<file path="src/rtl/approx_add_pkg.sv">
// approx_add_pkg: shared state type and constants for the speculative-carry adder
// Contents: state_t (IDLE, CALC, FIX, OUT), MODE_APPROX/MODE_EXACT, ERRCNT_W
package approx_add_pkg;
    typedef enum logic [1:0] {IDLE, CALC, FIX, OUT} state_t;
    localparam logic MODE_APPROX = 1'b0;
    localparam logic MODE_EXACT  = 1'b1;
    localparam int   ERRCNT_W    = 16;
endpackage

</file>
<file path="src/rtl/approx_add_seg.sv">
// approx_add_seg: combinational SEG-bit segment adder with carry in/out
// Ports: a, b (SEG) operands; cin carry in; sum (SEG) result; cout carry out
module approx_add_seg
    import approx_add_pkg::*;
#(
    parameter int SEG = 8
) (
    input  logic [SEG-1:0] a,
    input  logic [SEG-1:0] b,
    input  logic           cin,
    output logic [SEG-1:0] sum,
    output logic           cout
);
    always_comb {cout, sum} = {1'b0, a} + {1'b0, b} + {{SEG{1'b0}}, cin};
endmodule

</file>
<file path="src/rtl/approx_adder_seq.sv">
// approx_adder_seq: handshaked split-carry approximate adder with optional exact correction
// Ports: clk, rst (sync, active-high); in_valid/in_ready, mode (0 approx, 1 exact), a, b;
//        out_valid/out_ready, sum, cout, err (a segment carry speculation missed).
// Optional: define APPROX_ADDER_ERRCNT_EN to add err_cnt_clr input and err_cnt (16) output.
module approx_adder_seq
    import approx_add_pkg::*;
#(
    parameter int WIDTH = 16,
    parameter int SEG   = 8
) (
    input  logic                clk,
    input  logic                rst,
`ifdef APPROX_ADDER_ERRCNT_EN
    input  logic                err_cnt_clr,
    output logic [ERRCNT_W-1:0] err_cnt,
`endif
    input  logic                in_valid,
    output logic                in_ready,
    input  logic                mode,
    input  logic [WIDTH-1:0]    a,
    input  logic [WIDTH-1:0]    b,
    output logic                out_valid,
    input  logic                out_ready,
    output logic [WIDTH-1:0]    sum,
    output logic                cout,
    output logic                err
);
    localparam int NSEG = WIDTH / SEG;
    localparam int KW   = $clog2(NSEG);

    if (NSEG < 2 || WIDTH % SEG != 0) begin : g_bad_cfg
        $error("approx_adder_seq: WIDTH must be a multiple of SEG with at least two segments");
    end

    state_t            state_q, state_d;
    logic [WIDTH-1:0]  a_q, a_d, b_q, b_d, sum_q, sum_d;
    logic              mode_q, mode_d;
    logic [NSEG-1:0]   carry_q, carry_d, miss_q, miss_d;
    logic [KW-1:0]     k_q, k_d;

    logic [NSEG-1:0]   spec_cin, c_carry, miss;
    logic [WIDTH-1:0]  c_sum;
    logic [SEG-1:0]    f_sum;
    logic              f_cout;

    // Speculative pass: each segment guesses its carry-in from the top bits of the segment below.
    for (genvar i = 0; i < NSEG; i++) begin : g_seg
        if (i == 0) begin : g_lsb
            assign spec_cin[i] = 1'b0;
            assign miss[i]     = 1'b0;
        end else begin : g_hi
            assign spec_cin[i] = a_q[i*SEG-1] & b_q[i*SEG-1];
            assign miss[i]     = spec_cin[i] ^ c_carry[i-1];
        end
        approx_add_seg #(.SEG(SEG)) u_seg (
            .a    (a_q[i*SEG +: SEG]),
            .b    (b_q[i*SEG +: SEG]),
            .cin  (spec_cin[i]),
            .sum  (c_sum[i*SEG +: SEG]),
            .cout (c_carry[i])
        );
    end

    // Correction pass: one shared segment adder walks k upward using the already-corrected carry below.
    approx_add_seg #(.SEG(SEG)) u_fix (
        .a    (a_q[k_q*SEG +: SEG]),
        .b    (b_q[k_q*SEG +: SEG]),
        .cin  (carry_q[k_q - 1'b1]),
        .sum  (f_sum),
        .cout (f_cout)
    );

    always_comb begin
        state_d = state_q;
        a_d     = a_q;
        b_d     = b_q;
        mode_d  = mode_q;
        sum_d   = sum_q;
        carry_d = carry_q;
        miss_d  = miss_q;
        k_d     = k_q;
        unique case (state_q)
            IDLE: if (in_valid) begin
                a_d     = a;
                b_d     = b;
                mode_d  = mode;
                state_d = CALC;
            end
            CALC: begin
                sum_d   = c_sum;
                carry_d = c_carry;
                miss_d  = miss;
                k_d     = KW'(1);
                state_d = (mode_q == MODE_EXACT && |miss) ? FIX : OUT;
            end
            FIX: begin
                sum_d[k_q*SEG +: SEG] = f_sum;
                carry_d[k_q]          = f_cout;
                k_d                   = k_q + 1'b1;
                state_d               = (k_q == KW'(NSEG-1)) ? OUT : FIX;
            end
            OUT: state_d = out_ready ? IDLE : OUT;
            default: state_d = IDLE;
        endcase
    end

    always_ff @(posedge clk) begin
        if (rst) begin
            state_q <= IDLE;
            a_q     <= '0;
            b_q     <= '0;
            mode_q  <= MODE_APPROX;
            sum_q   <= '0;
            carry_q <= '0;
            miss_q  <= '0;
            k_q     <= '0;
        end else begin
            state_q <= state_d;
            a_q     <= a_d;
            b_q     <= b_d;
            mode_q  <= mode_d;
            sum_q   <= sum_d;
            carry_q <= carry_d;
            miss_q  <= miss_d;
            k_q     <= k_d;
        end
    end

    assign in_ready  = state_q == IDLE;
    assign out_valid = state_q == OUT;
    assign sum       = sum_q;
    assign cout      = carry_q[NSEG-1];
    assign err       = |miss_q;

`ifdef APPROX_ADDER_ERRCNT_EN
    logic [ERRCNT_W-1:0] err_cnt_q, err_cnt_d;
    // Clear wins over increment; increment saturates at all-ones.
    always_comb err_cnt_d = err_cnt_clr ? '0 :
                            (out_valid && out_ready && err && err_cnt_q != '1) ? err_cnt_q + 1'b1 : err_cnt_q;
    always_ff @(posedge clk) begin
        if (rst) err_cnt_q <= '0;
        else     err_cnt_q <= err_cnt_d;
    end
    assign err_cnt = err_cnt_q;
`endif
endmodule
</file>
<file path="config.mk">
export PLATFORM = sky130hd
export DESIGN_NAME = approx_adder_seq
export DESIGN_NICKNAME = d
export VERILOG_FILES = /design/src/rtl/approx_add_pkg.sv /design/src/rtl/approx_add_seg.sv /design/src/rtl/approx_adder_seq.sv
export SDC_FILE = /design/constraint.sdc
export NUM_CORES = 1
export LEC_CHECK = 0
export CAP_MARGIN = 5
export CORE_ASPECT_RATIO = 0.6
export CORE_UTILIZATION = 54
export DETAILED_ROUTE_END_ITERATION = 12
export GPL_TIMING_DRIVEN = 0
export PLACE_DENSITY = 0.78
export SLEW_MARGIN = 20
export SYNTH_ARGS = -nofsm -noshare
export SYNTH_HDL_FRONTEND = slang
export SYNTH_SLANG_ARGS = --single-unit
</file>
<file path="constraint.sdc">
create_clock -name clk -period 3.6 [get_ports clk]
set_input_delay 1.08 -clock clk [delete_from_list [all_inputs] [get_ports clk]]
set_output_delay 1.08 -clock clk [all_outputs]
set_load 0.1 [all_outputs]
</file>
==> metrics <==
synth warn 0; Post-route DRC 0; #FFs+latches synth 55; # IOs 57; vias per inst 5.92; Die ar. 0.00657 mm²; Placer Congestion 0.905; flop-to-flop setup slack 0.41 ns; CTS tree yes; slowest CP cell clkdlybuf4s50_1; Mapped Cells 423; data required time of the worst path 2.52 ns; Die Ht 63.2 µm; worst-path maximum fanout 5; post-synthesis cell type count 51; worst hold path type flop to flop; CTS buffer count 5; Slew headroom 34.7%; commonest non-fill, non-tap cell in the layout nand2_1; clk slew on worst S/H paths 0.09 ns; PortBufs 56; Final Slew Violations 0; core area 0.00578 mm²; largest net degree at the start of global routing 16; Fmax 0.307 GHz; VDD IR max 0.397 mV; area taken by flip-flops and latches 0.00110 mm²; path type of the worst setup path flop to output pin; clock period minus worst slack 3.25 ns; Pint 1.43 mW; DP Cell Count 559; maxcap violations 0; P&R area growth vs syn 22.2%; dpl hpwl 7.60 mm; Starting Density 58.3%; Post-synth EDFFs 0; first-pass GRT wire length 15.9 mm; CP delay by family, top buffers and inverters; worst-margin pin slew 0.976 ns; Critical Path, Cell by Cell inv_1 > ha_1 > clkdlybuf4s50_1; initial antenna violation count 0; leakage 1.63 nW; final setup TNS 0 ns; Crit path largest cell delay 1.17 ns; sw frac 50.9%; number of diodes 0; Die X 104 µm; GRT Total Usage 30.8%; fin crit share 90.3%; endpoints failing setup 0; vias in the first global route 3269; share of layout cells above drive strength 1 6.17%; unrepaired setup endpoints after global routing false; most frequent cells in the layout nand2_1, clkdlybuf4s50_1, dfxtp_1; drt first-iter violations 259; Root Buffer clkbuf_8; Synth async-reset ratio 0%; Fillers 496; Detailed Route WL 9.52 mm; CTS H-tree lvls 2; multi-input logic area 0.00215 mm²; power share of the sequential group 29.1%; drt wl/cell 16.8 µm; Clk Latency, worst-skew pair 0.31 ns; Hold Vio Cnt, Final 0; TritonRoute pass-1 iters 5; Gate power share 59.0%; CTS Sinks 55; CP Capture Type output pin; Clock Power Share 11.9%; total global routing overflow 0; Final ANT Viol Nets 0; Layout Cells excl Fill 566; Final nets 554; Psw 1.48 mW; number of placement rows 21; Arr. time, crit path 2.17 ns; detailed-route via count 3349; sequential element share of the synthesized area 32.7%; buffers inserted by post-CTS timing repair 0; Max Clock Skew 0.00369 ns; syn nets 491; P per Cell Area 707 mW/mm²; post-synthesis cell area 0.00337 mm²; clock buffer depth 2; CP Launch Type flop; CP bufs+invs 2; status complete, no violations; main flop type after synthesis dfxtp_1; synthesized area per cell 7.97 µm²
[per-stage QoR]
step	area [µm²]	utilization (%)	hold slack [ns]	setup WS (ns)	total power [mW]
after CTS	4120	71.3	0.487	0.183	2.89
after global routing	4120	71.3	0.508	0.253	3.09
after global placement	4030	69.7	0.461	0.188	2.52
after detailed placement	4030	69.7	0.474	0.213	2.55
after floorplan	3370	-	0.437	0.523	2.12
final	4120	71.3	0.483	0.347	2.91
[worst min-delay path, delay by kind of cell (launching register included)]
kind               cells  cell delay (ns)
and+or+nand+nor        1             0.06
AOI/OAI and AO/OA      1             0.05
DFF                    1             0.33
[power by group through the flow]
stage	Clock, mW	Sequential, mW	Combinational, mW
4_1_cts	0.350	0.846	1.69
2_1_floorplan	0	1.31	0.811
3_5_place_dp	0	0.859	1.69
6_report	0.348	0.848	1.72
3_3_place_gp	0	0.853	1.66
5_1_grt	0.374	0.863	1.85
[cell type report]
cell class | count | area share [%]
buffer | 20 | 1.94
clock buffer | 6 | 2.00
clock inverter | 1 | 0.121
inverter | 11 | 1.00
multi-input combinational | 337 | 52.2
sequential | 55 | 26.7
tap | 80 | 2.43
timing repair buffer | 56 | 13.6
[sequential cells by signal (all words and copies together) (netlist names)]
register / flops
a_q: 16
k_q: 1
mode_q: 1
state_q: 2
b_q: 16
miss_q: 1
carry_q: 2
sum: 16
[cells by family (layout without fill, tap and decap cells)]
logic type / Yosys count / count (layout) / share of synthesized area, %
AOI/OAI and AO/OA: 109 / 109 / 20.5
xor gates and xnor gates: 7 / 7 / 1.82
adders and majority gates: 31 / 31 / 12.6
buffers and inverters: 31 / 94 / 3.56
DFF: 55 / 55 / 32.7
muxes: 20 / 20 / 6.42
and+or+nand+nor: 170 / 170 / 22.5
[routing by layer]
layer / track usage (%) / routed length, µm
met1: 41.5 / 4570
met4: 7.86 / 148
met2: 48.6 / 3920
met5: 0 / 0
met3: 8.70 / 877
[path summary, 6_finish.rpt]
path               from         end  cells after the start
min reg2reg      a_q[3]      a_q[3]                      2
min              a_q[3]      a_q[3]                      2
max reg2reg         k_q  carry_q[0]                     10
max          state_q[0]    in_ready                      3
[synth_stat cells, types with 3 or more instances]
master / n / area share [%]
a211oi_1: 13 / 2.9
nor2b_1: 5 / 0.93
ha_1: 26 / 9.7
nor2_1: 44 / 4.9
nand2b_1: 4 / 0.74
nand3_1: 6 / 0.89
xnor2_1: 5 / 1.3
o21a_1: 5 / 1.1
mux2_2: 13 / 4.3
buf_1: 5 / 0.56
a21oi_1: 49 / 7.3
dfxtp_1: 55 / 33
a21o_1: 3 / 0.67
inv_1: 11 / 1.2
nand2_1: 80 / 8.9
and3_1: 3 / 0.56
fa_1: 5 / 3.0
clkbuf_1: 12 / 1.3
o21ai_0: 17 / 2.5
mux2i_1: 7 / 2.1
nor3_1: 12 / 1.8
a22oi_1: 3 / 0.67
buf_2: 3 / 0.45
[what timing repair did]
| action | in CTS | in global routing |
|---|---|---|
| setup endpoints to repair | 0 | 1 |
| hold buffers | 0 | 0 |
| resized for setup | 0 | 1 |
Power figures use the tool's default switching activity.
